`config.mk`:
```
export PLATFORM = sky130hd
export DESIGN_NAME = if_prefetch_queue_flat
export DESIGN_NICKNAME = d
export VERILOG_FILES = /design/src/rtl/if_prefetch_queue_if.sv /design/src/rtl/if_prefetch_queue.sv /design/src/flat_wrapper.sv
export SDC_FILE = /design/constraint.sdc
export NUM_CORES = 1
export LEC_CHECK = 0
export BUFFER_PORTS_ARGS = -buffer_cell sky130_fd_sc_hd__buf_2
export CAP_MARGIN = 20
export CORE_UTILIZATION = 51
export CTS_BUF_LIST = sky130_fd_sc_hd__clkbuf_16
export DETAILED_ROUTE_END_ITERATION = 7
export PLACE_DENSITY = 0.72
export SLEW_MARGIN = 25
export SYNTH_ARGS = -nofsm -noshare
export SYNTH_HDL_FRONTEND = slang
export SYNTH_SLANG_ARGS = --single-unit
```
`constraint.sdc`:
```
create_clock -name clk -period 4.2 [get_ports clk]
set_clock_uncertainty 0.2 [all_clocks]
set_input_delay 0.63 -clock clk [delete_from_list [all_inputs] [get_ports clk]]
set_output_delay 0.63 -clock clk [all_outputs]
set_load 0.01 [all_outputs]
```
`src/rtl/if_prefetch_queue_if.sv`:
```
// Fetch-side bus bundle for if_prefetch_queue.
//   redirect inputs : jump_taken/pc_jump, branch_taken/pc_branch, flush
//   imem port       : imem_addr (word address out), imem_rdata (comb data in)
//   decode port     : out_valid/out_ready handshake, out_instruction, out_pc_next
//   status          : q_count (occupied entries)
// slave  = the prefetch queue itself; master = the surrounding pipeline/memory.
interface if_prefetch_queue_if #(
  parameter int unsigned XLEN    = 32,
  parameter int unsigned IMEM_AW = 6,
  parameter int unsigned QDEPTH  = 4
);
  logic                       jump_taken;
  logic                       branch_taken;
  logic [XLEN-1:0]            pc_jump;
  logic [XLEN-1:0]            pc_branch;
  logic                       flush;
  logic [IMEM_AW-1:0]         imem_addr;
  logic [XLEN-1:0]            imem_rdata;
  logic                       out_valid;
  logic                       out_ready;
  logic [XLEN-1:0]            out_instruction;
  logic [XLEN-1:0]            out_pc_next;
  logic [$clog2(QDEPTH):0]    q_count;

  modport slave (
    input  jump_taken, branch_taken, pc_jump, pc_branch, flush,
    input  imem_rdata, out_ready,
    output imem_addr, out_valid, out_instruction, out_pc_next, q_count
  );

  modport master (
    output jump_taken, branch_taken, pc_jump, pc_branch, flush,
    output imem_rdata, out_ready,
    input  imem_addr, out_valid, out_instruction, out_pc_next, q_count
  );
endinterface

```
`src/rtl/if_prefetch_queue.sv`:
```
// Instruction prefetch queue.
// Fetches one word per cycle from a combinational instruction memory at the
// word-aligned fetch PC and buffers {instruction, pc+4} in a QDEPTH-entry
// circular queue. The head entry is presented to decode with a valid/ready
// handshake. Jump/branch redirects reload the PC and empty the queue; flush
// empties the queue but keeps the PC.
// Ports:
//   clk   : rising-edge clock
//   rst_n : asynchronous active-low reset
//   bus   : if_prefetch_queue_if.slave (redirects, imem port, decode port, q_count)
module if_prefetch_queue #(
  parameter int unsigned     XLEN     = 32,
  parameter int unsigned     IMEM_AW  = 6,
  parameter int unsigned     QDEPTH   = 4,
  parameter logic [XLEN-1:0] RESET_PC = '0
) (
  input  logic                  clk,
  input  logic                  rst_n,
  if_prefetch_queue_if.slave    bus
);

  localparam int unsigned PW = $clog2(QDEPTH);
  localparam int unsigned CW = PW + 1;

  // Fetch PC and queue bookkeeping
  logic [XLEN-1:0] r_pc;
  logic [PW-1:0]   r_head;
  logic [PW-1:0]   r_tail;
  logic [CW-1:0]   r_count;

  // Queue storage (no reset needed: outputs are gated by r_count)
  logic [XLEN-1:0] r_q_instr [QDEPTH];
  logic [XLEN-1:0] r_q_pcn   [QDEPTH];

  logic            w_redirect;
  logic [XLEN-1:0] w_target;
  logic [XLEN-1:0] w_pc_plus4;
  logic            w_valid;
  logic            w_pop;
  logic            w_push;
  logic            w_not_full;

  // Redirect selection: jump wins over branch; low two bits forced to zero
  always_comb begin
    w_redirect = bus.jump_taken | bus.branch_taken;
    w_target   = bus.jump_taken ? bus.pc_jump : bus.pc_branch;
    w_target[1:0] = 2'b00;
  end

  always_comb begin
    w_pc_plus4 = r_pc + XLEN'(4);
    w_valid    = (r_count != '0);
    w_not_full = (r_count < CW'(QDEPTH));
    w_pop      = w_valid & bus.out_ready;
    // A full queue may still accept the fetched word when the head leaves
    // on the same edge, so push depends on pop; imem_addr does not.
    w_push     = ~w_redirect & ~bus.flush & (w_not_full | w_pop);
  end

  // PC and pointer state
  always_ff @(posedge clk or negedge rst_n) begin
    if (!rst_n) begin
      r_pc    <= RESET_PC;
      r_head  <= '0;
      r_tail  <= '0;
      r_count <= '0;
    end else if (w_redirect) begin
      r_pc    <= w_target;
      r_head  <= '0;
      r_tail  <= '0;
      r_count <= '0;
    end else if (bus.flush) begin
      r_head  <= '0;
      r_tail  <= '0;
      r_count <= '0;
    end else begin
      if (w_push) begin
        r_pc   <= w_pc_plus4;
        r_tail <= r_tail + PW'(1);
      end
      if (w_pop) begin
        r_head <= r_head + PW'(1);
      end
      unique case ({w_push, w_pop})
        2'b10:   r_count <= r_count + CW'(1);
        2'b01:   r_count <= r_count - CW'(1);
        default: r_count <= r_count;
      endcase
    end
  end

  // Queue storage write
  always_ff @(posedge clk) begin
    if (w_push) begin
      r_q_instr[r_tail] <= bus.imem_rdata;
      r_q_pcn[r_tail]   <= w_pc_plus4;
    end
  end

  // Outputs
  always_comb begin
    bus.imem_addr       = r_pc[IMEM_AW+1:2];
    bus.q_count         = r_count;
    bus.out_valid       = w_valid;
    bus.out_instruction = w_valid ? r_q_instr[r_head] : '0;
    bus.out_pc_next     = w_valid ? r_q_pcn[r_head]   : '0;
  end

endmodule

```
`src/flat_wrapper.sv`:
```
// flat-port wrapper written by rule: the top's interface ports become plain ports
module if_prefetch_queue_flat 
#(
  parameter int unsigned     XLEN     = 32,
  parameter int unsigned     IMEM_AW  = 6,
  parameter int unsigned     QDEPTH   = 4,
  parameter logic [XLEN-1:0] RESET_PC = '0
)
  (clk, rst_n, bus_jump_taken, bus_branch_taken, bus_pc_jump, bus_pc_branch, bus_flush, bus_imem_rdata, bus_out_ready, bus_imem_addr, bus_out_valid, bus_out_instruction, bus_out_pc_next, bus_q_count);
  if_prefetch_queue_if #(.XLEN(XLEN), .IMEM_AW(IMEM_AW), .QDEPTH(QDEPTH)) bus_i ();
  input  logic clk;
  input  logic rst_n;
  input wire logic [$bits(bus_i.jump_taken)-1:0] bus_jump_taken;
  input wire logic [$bits(bus_i.branch_taken)-1:0] bus_branch_taken;
  input wire logic [$bits(bus_i.pc_jump)-1:0] bus_pc_jump;
  input wire logic [$bits(bus_i.pc_branch)-1:0] bus_pc_branch;
  input wire logic [$bits(bus_i.flush)-1:0] bus_flush;
  input wire logic [$bits(bus_i.imem_rdata)-1:0] bus_imem_rdata;
  input wire logic [$bits(bus_i.out_ready)-1:0] bus_out_ready;
  output wire logic [$bits(bus_i.imem_addr)-1:0] bus_imem_addr;
  output wire logic [$bits(bus_i.out_valid)-1:0] bus_out_valid;
  output wire logic [$bits(bus_i.out_instruction)-1:0] bus_out_instruction;
  output wire logic [$bits(bus_i.out_pc_next)-1:0] bus_out_pc_next;
  output wire logic [$bits(bus_i.q_count)-1:0] bus_q_count;
  assign bus_i.jump_taken = bus_jump_taken;
  assign bus_i.branch_taken = bus_branch_taken;
  assign bus_i.pc_jump = bus_pc_jump;
  assign bus_i.pc_branch = bus_pc_branch;
  assign bus_i.flush = bus_flush;
  assign bus_i.imem_rdata = bus_imem_rdata;
  assign bus_i.out_ready = bus_out_ready;
  assign bus_imem_addr = bus_i.imem_addr;
  assign bus_out_valid = bus_i.out_valid;
  assign bus_out_instruction = bus_i.out_instruction;
  assign bus_out_pc_next = bus_i.out_pc_next;
  assign bus_q_count = bus_i.q_count;
  if_prefetch_queue #(.XLEN(XLEN), .IMEM_AW(IMEM_AW), .QDEPTH(QDEPTH), .RESET_PC(RESET_PC)) u_core (.clk(clk), .rst_n(rst_n), .bus(bus_i));
endmodule
```
==> impl_metrics.toml, run 1 <==
[run_status]
outcome = "complete, no violations"

[die]
die_h_um = 157.2
placementRows = 56
die_x_um = 157.2
io_pins = 176
initial_core_util = 0.5219
core_region_area_mm2 = 0.02354
fp.dieArea_mm2 = 0.02472

[finish]
drive_gt1_frac = 0.3219
nNetsFinal = 1016
diodes = 0
layout_common_cells = "edfxtp_1 (248), buf_2 (169), and2_1 (63), mux4_2 (62), dfrtp_1 (35)"
final_common_cell = "edfxtp_1"
synthToLayoutAreaGrowth_pct = 16.05

[power]
seqPwrFrac = 0.552
power_frac_clock = 0.380
intPower_mw = 4.572
leakagePower_nw = 5.124
total_power_mw = 5.858
switchingPower_mw = 1.287
vdd_drop_max_v = 0.0002661
powerDensity_mw_per_mm2 = 410.9
swShare = 0.2196
combPwrFrac = 0.068

[clock_tree]
insertion_delay_ps = 540
path_clk_slew_ps = 60
cts_buffers = 28
clockBufferDepth = 3
cts_num_sinks = 285
htree_levels = 1
hold_buffers = 0
cts_tree = "built"
cts-resized-gates = 0
cts_post_setup_buffers_inserted = 0
clock_tree.root_cell = "clkbuf_16"

[worst_setup_path]
cp_cell_sequence = "buf_4, mux4_2, and2_1, buf_2"
arrival_ps = 2640
start_kind = "register"
critical-path-max-stage-delay_ps = 830
path_delay_family = "flip-flops"
cp-end-kind = "output pin"
crit_type = "reg2out"
cp.required_ps = 3370
crit_buf_inv = 2
critPathSlowestCell = "dfrtp_4"
cp_max_fo = 30

[logic_synthesis]
yosysUniqueCellTypes = 52
ys_seq_area_frac = 0.6815
ys_ff_latch = 285
postSynthCellCount = 740
synth_edf_count = 248
synth_ff_type = "edfxtp_1"
synth_area_mm2 = 0.01229
synth.avg_cell_area_um2 = 16.60
async_flop_share = 0.1298
yosysWarnings = 0

[global_route]
grt_pass1_wl_mm = 38.07
track_usage = 0.2049
gr-total-overflow = 0
antenna_found_initial = 0
grt_max_degree = 56
grt_pass1_vias = 6919

[drt]
top_layer = "met4"
dr.pass1.iters = 4
wl_met1_mm = 10.88
wl_per_cell_um = 19.90
drtIter0Drc = 450
antenna_left = 0
drc = 0
drt_wl_total_mm = 24.84
met3_length_mm = 1.626
vias = 7038
vias_per_cell = 5.639
wl_met2_mm = 11.98

[sta]
worst_slew_pin_slew_ps = 905.9
fmax_mhz = 288.6
fin_crit_sh = 0.8250
fin_tns_setup_ps = 0
hold_viol_final = 0
final-max-slew-violation-count = 0
max_slew_margin = 0.3961
period_needed_ps = 3465
rsz0062_at_grt = "no"
setup_viol = 0

[placement]
port_buffers = 169
hpwl_mm = 15.87
finalWeightedCongestion = 0.8268

[job]
maxCapViolations = 0

[worst_hold_path]
hp-class = "in2async"
==> metal layers <==
metal,track usage,vias to the layer above
met2,0.3434,247
met3,0.03579,35
met5,0,-
met4,0.04207,0
li1,-,3227
met1,0.2833,3529
==> power by group through the flow <==
stage               Combinational (mW)  Clock (mW)  Sequential [mW]
floorplan                        0.253           0             3.27
global placement                 0.390           0             3.29
detailed placement               0.401           0             3.29
CTS                              0.403        2.28             3.23
global route                     0.440        2.39             3.24
finish                           0.401        2.23             3.23
==> path summary, 6_finish.rpt <==
| check | end | cells past startpoint | slack (ps) | start |
|---|---|---|---|---|
| max | bus_out_pc_next[12] | 4 | 730 | u_core.r_head[0] |
| min | u_core.r_pc[6] | 1 | 2 | rst_n |
| max reg2reg | u_core.r_q_pcn[2][27] | 6 | 1170 | u_core.bus.q_count[2] |
| min reg2reg | u_core.r_pc[17] | 2 | 370 | u_core.r_pc[17] |
| max in group asynchronous | u_core.r_head[0] | 1 | 3110 | rst_n |
| min in group clk | u_core.r_pc[2] | 3 | 100 | bus_pc_jump[2] |
==> area by class of cell <==
cell class / instances / area, um^2
multi-input combinational: 395 / 3631
clock inverter: 22 / 88.84
timing repair buffer: 184 / 983.4
sequential: 285 / 8378
tap: 319 / 399.1
inverter: 14 / 52.55
clock buffer: 29 / 725.7
fill: 1820 / 9284
==> cells by family after synthesis <==
group / Yosys count / synth area share
and+or+nand+nor: 177 / 0.08615
other: 1 / 0.0003052
adders and majority gates: 6 / 0.006721
AOI/OAI and AO/OA: 105 / 0.05611
xor gates and xnor gates: 37 / 0.02637
buffers and inverters: 61 / 0.02413
DFF: 285 / 0.6815
muxes: 68 / 0.1187
==> synthesized netlist by cell type (8+ instances only) <==
cell type,count,area [um^2]
a21oi_1,21,105.1
a22o_1,10,87.58
a22oi_1,12,90.09
a2bb2oi_1,15,131.4
and2_1,63,394.1
and3_1,9,56.30
buf_2,8,40.04
buf_4,9,67.56
clkbuf_1,26,97.59
dfrtp_1,37,925.9
edfxtp_1,248,7447
inv_1,13,48.80
mux4_2,62,1396
nand2_1,33,123.9
nand3_1,14,70.07
nand4_1,9,56.30
nor2_1,18,67.56
nor3_1,8,40.04
o21ai_0,26,130.1
xnor2_1,30,262.8
==> registers in the layout, summed over array words and instances (netlist names) <==
signal	count
u_core.bus.q_count	3
u_core.r_head	2
u_core.r_pc	30
u_core.r_q_instr	128
u_core.r_q_pcn	120
u_core.r_tail	2
==> per-stage QoR <==
stage | std cells | hold slack [ps] | util | area (um^2) | setup WS, ps
detailed placement | 1197 | 350.6 | 0.5709 | 13440 | 926.3
floorplan | 741 | 134.4 | - | 12290 | 596.0
global route | 1248 | 79.32 | 0.6057 | 14260 | 572.6
global placement | 1197 | 354.9 | 0.5709 | 13440 | 989.2
CTS | 1248 | 35.97 | 0.6055 | 14250 | 641.0
finish | 1248 | 2.404 | 0.6057 | 14260 | 735.0
Power figures use the tool's default switching activity.
==> inputs of run 2 (changes only) <==
==> constraint.sdc (replaced) <==
create_clock -name clk -period 3.61 [get_ports clk]
set_clock_uncertainty 0.2 [all_clocks]
set_input_delay 0.5415 -clock clk [delete_from_list [all_inputs] [get_ports clk]]
set_output_delay 0.5415 -clock clk [all_outputs]
set_load 0.01 [all_outputs]
==> run 2 against run 1 <==
  * Hold slack better by 15 ps
  * Count of clock-buffer cells in the layout did not move
  * Global-route usage grew 0.31 points
  * Total power increased by 22%
  * Wire length increased by 0.46%
  * Final cell count is 1.0% higher
  * Via count up 0.80%
  * Die area did not move
  * First-iteration DRC count rose by 20%
  * Clock power rose by 31%
  * Cell area up 2.2%
  * Critical endpoint is now bus_out_pc_next[24]
  * Highest routed layer unchanged
==> impl_metrics.toml, run 2 (synthesized netlist as in run 1, its figures left out) <==
[sta]
timing.final.ws_setup_ps = 498.5
period_needed_ps = 3111
fin_tns_setup_ps = 0
fin_crit_sh = 0.8619
hold_viol_final = 0
worst_slew_pin_slew_ps = 916.7
final-max-slew-violation-count = 0
rsz0062_at_grt = "no"
fmax_mhz = 321.4
max_slew_margin = 0.3889
setup_viol = 0

[drt]
vias = 7094
drtIter0Drc = 540
dr.pass1.iters = 5
wl_per_cell_um = 19.79
drt_wl_total_mm = 24.96
antenna_left = 0
drc = 0
vias_per_cell = 5.626

[finish]
regMostFlops = "u_core.r_q_instr"
reg_top3 = "u_core.r_q_instr (128), u_core.r_q_pcn (120), u_core.r_pc (30)"
layout_common_cells = "edfxtp_1 (248), buf_2 (169), and2_1 (63), mux4_2 (62), dfrtp_1 (35)"
fin_cells = 1261
drive_gt1_frac = 0.3291
nNetsFinal = 1027
final_common_cell = "edfxtp_1"
largest_reg_flops = 128
sequential_cell_area_mm2 = 0.008378
fin_area_mm2 = 0.01458
multi_input_area_mm2 = 0.003627
synthToLayoutAreaGrowth_pct = 18.64
nFillCells = 1759
diodes = 0

[power]
seqPwrFrac = 0.526
total_power_mw = 7.149
leakagePower_nw = 5.258
power_frac_clock = 0.408
switchingPower_mw = 1.524
powerDensity_mw_per_mm2 = 490.5
combPwrFrac = 0.066
swShare = 0.2131
intPower_mw = 5.626
vdd_drop_max_v = 0.0002767

[worst_setup_path]
cp-endpoint = "bus_out_pc_next[24]"
cp_max_fo = 25
path_delay_family = "simple AND/OR/NAND/NOR gates"
crit_type = "reg2out"
crit_buf_inv = 2
rr_startpoint = "u_core.r_pc[2]"
crit_start = "u_core.bus.q_count[0]"
r2r_cells = 5
reg2reg_setup_slack_ps = 1090
cp_cell_sequence = "or3_2, buf_4, and2_1, buf_2"
worst-path-stages = 4
cp.required_ps = 2870
critPathSlowestCell = "or3_2"
r2r_end = "u_core.r_q_pcn[0][28]"
critical-path-max-stage-delay_ps = 740
cp-end-kind = "output pin"
arrival_ps = 2370
start_kind = "register"

[placement]
port_buffers = 169
place_ws_ps = 985.5
finalWeightedCongestion = 0.8231
placed_cell_area_mm2 = 0.01360
hpwl_mm = 16.23
dpl.cell_count = 1203

[clock_tree]
cts-resized-gates = 0
cts_buffers = 29
path_clk_slew_ps = 60
cts_num_sinks = 285
insertion_delay_ps = 540
clockBufferDepth = 3
cts_tree = "built"
htree_levels = 1
clock_tree.root_cell = "clkbuf_16"

[job]
maxCapViolations = 0

[worst_hold_path]
hp-class = "in2reg"
hp-start = "bus_imem_rdata[29]"

[global_route]
grt_pass1_vias = 7089
gr-total-overflow = 0
grt_max_degree = 38
grt_pass1_wl_mm = 39.07
track_usage = 0.2080
antenna_found_initial = 0

[die]
die_x_um = 157.2
initial_core_util = 0.5219
placementRows = 56
core_region_area_mm2 = 0.02354
die_h_um = 157.2
io_pins = 176
fp.dieArea_mm2 = 0.02472

[run_status]
outcome = "complete, no violations"
run 2: cell count changes in the layout (fill, tap and decap cells not counted):
| cell | previous run | this run |
|---|---|---|
| buf_4 | 13 | 10 |
| buf_12 | 2 | 11 |
| and3_4 | 1 | 0 |
| inv_6 | 0 | 1 |
| clkinv_1 | 11 | 8 |
| bufinv_16 | 0 | 4 |
| clkinvlp_4 | 1 | 2 |
| and3_2 | 3 | 4 |
| clkinv_2 | 2 | 1 |
| inv_1 | 22 | 23 |
| dlygate4sd3_1 | 0 | 4 |
run 2: per-layer routing:
metal  GRT usage  part of all wire
met5           0                 0
met4     0.04669             0.014
met3     0.03194             0.056
met2      0.3439              0.48
met1      0.2931              0.45
run 2: how the worst min path moves through the flow:
stage	to	cells past startpoint	slack, ps
2_1_floorplan	u_core.bus.q_count[0]	0	50
3_3_place_gp	u_core.r_pc[17]	2	350
3_5_place_dp	u_core.r_pc[17]	2	360
4_1_cts	u_core.r_q_instr[3][20]	1	1
5_1_grt	u_core.r_q_instr[0][30]	1	6
6_report	u_core.r_q_instr[2][29]	1	20
run 2: metrics by stage:
stage,hold WS [ps],util
global placement,346.0,0.5776
global route,5.842,0.6192
CTS,1.071,0.6192
detailed placement,360.6,0.5776
floorplan,45.91,-
finish,17.68,0.6192
run 2: repair_timing:
action / in CTS / in global routing
hold buffers: 4 / 0
hold endpoints to repair: 49 / 0
buffers inserted: 0 / 0
run 2: power by group through the flow:
stage                     logic (mW)  clock network (mW)  registers (mW)
after global routing           0.523                3.11            3.77
after CTS                      0.475                2.98            3.76
final                          0.472                2.92            3.76
after floorplan                0.294                   0            3.81
after global placement         0.456                   0            3.82
after detailed placement       0.468                   0            3.83
run 2: final cells by class:
cell class / instances / area share
inverters: 14 / 0.003605
repair buffers: 194 / 0.08103
multi-input cells: 395 / 0.2488
clock inverters: 25 / 0.01459
clock buffers: 29 / 0.04979
well taps: 319 / 0.02738
flip-flops and latches: 285 / 0.5748
==> inputs of run 3 (changes only) <==
--- a/config.mk
+++ b/config.mk
@@ -10,7 +10,9 @@
 export CORE_UTILIZATION = 51
 export CTS_BUF_LIST = sky130_fd_sc_hd__clkbuf_16
 export DETAILED_ROUTE_END_ITERATION = 7
+export GPL_TIMING_DRIVEN = 0
 export PLACE_DENSITY = 0.72
+export REMOVE_ABC_BUFFERS = 1
 export SLEW_MARGIN = 25
 export SYNTH_ARGS = -nofsm -noshare
 export SYNTH_HDL_FRONTEND = slang
==> run 3 against run 2 <==
  * Sequential power hardly changed
  * Clock power hardly changed
  * Core utilization is 0.25 points higher
  * Register-to-register slack worse by 370 ps
  * First-iteration DRC count is 0.74% higher
  * Cell area is 0.40% higher
  * Non-clock buffer count is 2 lower
  * Hold slack better by 4.3 ps
  * Maximum frequency is 6.5% lower
==> impl_metrics.toml, run 3 (synthesized netlist as in run 1, its figures left out) <==
[placement]
place_ws_ps = 383.6
hpwl_mm = 16.09
finalWeightedCongestion = 0.8783
dpl.cell_count = 1191
port_buffers = 169

[clock_tree]
cts-resized-gates = 0
insertion_delay_ps = 550
clock_tree.root_cell = "clkbuf_16"
clockBufferDepth = 3
cts_post_setup_buffers_inserted = 0
htree_levels = 1
cts_buffers = 30
cts_tree = "built"
path_clk_slew_ps = 60
cts_num_sinks = 285

[global_route]
grt_pass1_wl_mm = 39.84
grt_max_degree = 49
track_usage = 0.2144
grt_pass1_vias = 7246
gr-total-overflow = 0
antenna_found_initial = 0

[run_status]
outcome = "complete, no violations"

[worst_setup_path]
crit_type = "reg2out"
arrival_ps = 2590
cp-end-kind = "output pin"
start_kind = "register"
cp_max_fo = 29
cp.required_ps = 2870
r2r_cells = 5

[drt]
dr.pass1.iters = 5
wl_per_cell_um = 20.36
drt_wl_total_mm = 25.61
antenna_left = 0
drc = 0
vias_per_cell = 5.665
drtIter0Drc = 544
vias = 7126

[sta]
period_needed_ps = 3328
timing.final.ws_setup_ps = 282.1
final-max-slew-violation-count = 0
hold_viol_final = 0
worst_slew_pin_slew_ps = 1051
fin_tns_setup_ps = 0
max_slew_margin = 0.2969
fin_crit_sh = 0.9218
rsz0062_at_grt = "no"
fmax_mhz = 300.5
timing.hold.ws_ps = 21.97
setup_viol = 0

[finish]
layout_common_cells = "edfxtp_1 (248), buf_2 (169), and2_1 (63), mux4_2 (62), dfrtp_1 (35)"
fin_cells = 1258
diodes = 0
final_common_cell = "edfxtp_1"
nNetsFinal = 1026
largest_reg_flops = 128
reg_top3 = "u_core.r_q_instr (128), u_core.r_q_pcn (120), u_core.r_pc (30)"
regMostFlops = "u_core.r_q_instr"
synthToLayoutAreaGrowth_pct = 19.11
final_util = 0.6217
drive_gt1_frac = 0.3237

[worst_hold_path]
hp-class = "in2reg"
whs_path_depth = 1

[die]
core_region_area_mm2 = 0.02354
placementRows = 56
die_h_um = 157.2
die_x_um = 157.2
initial_core_util = 0.5219
io_pins = 176
fp.dieArea_mm2 = 0.02472

[job]
maxCapViolations = 0

[power]
vdd_drop_max_v = 0.0003729
powerDensity_mw_per_mm2 = 490.8
leakagePower_nw = 5.234
-- run 3: stage by stage --
stage | power [mW] | cell area [um^2]
after CTS | 7.237 | 14640
after detailed placement | 4.296 | 13550
after floorplan | 4.072 | 12050
final | 7.183 | 14640
after global placement | 4.273 | 13290
after global routing | 7.420 | 14640
-- run 3: area by class of cell --
class                           count  area [um^2]
Clock buffer                       31        775.7
Clock inverter                     22        173.9
Fill cell                        1777         8907
Inverter                           14        52.55
Multi-Input combinational cell    395         3659
Sequential cell                   285         8381
Tap cell                          319        399.1
Timing Repair Buffer              192         1195
-- run 3: worst paths after layout --
kind / startpoint / endpoint / slack, ps
worst min register to register: u_core.r_pc[24] / u_core.r_pc[24] / 380
min in group asynchronous: rst_n / u_core.r_pc[29] / 460
worst max register to register: u_core.bus.q_count[2] / u_core.r_pc[31] / 720
worst min-delay path: bus_imem_rdata[3] / u_core.r_q_instr[0][3] / 20
worst max-delay path: u_core.r_head[0] / bus_out_instruction[26] / 280
max in group asynchronous: rst_n / u_core.r_head[1] / 2070
-- run 3: repair_timing --
item	4_1_cts	5_1_grt
hold buffers	14	0
setup endpoints to repair	0	0
hold endpoints to repair	85	0
-- run 3: power by group --
part	internal [mW]	leakage (nW)	switching, mW
Combinational	0.209	2.03	0.272
Clock	1.75	0.480	1.19
Sequential	3.69	2.72	0.0724
-- run 3: per-layer routing --
layer / share of wire / global-route usage / wire [um] / up-vias
met2: 0.48 / 0.3502 / 12340 / 268
met3: 0.059 / 0.03414 / 1499 / 36
met5: 0 / 0 / 0 / -
met4: 0.018 / 0.04993 / 455 / 0
li1: - / - / - / 3255
met1: 0.44 / 0.3044 / 11310 / 3567
-- run 3: critical path, cell delays in order (launching register included) --
cell and delay, ps:
dfrtp_4 620, buf_16 280, buf_16 270, mux4_2 540
and2_1 180, buf_2 130
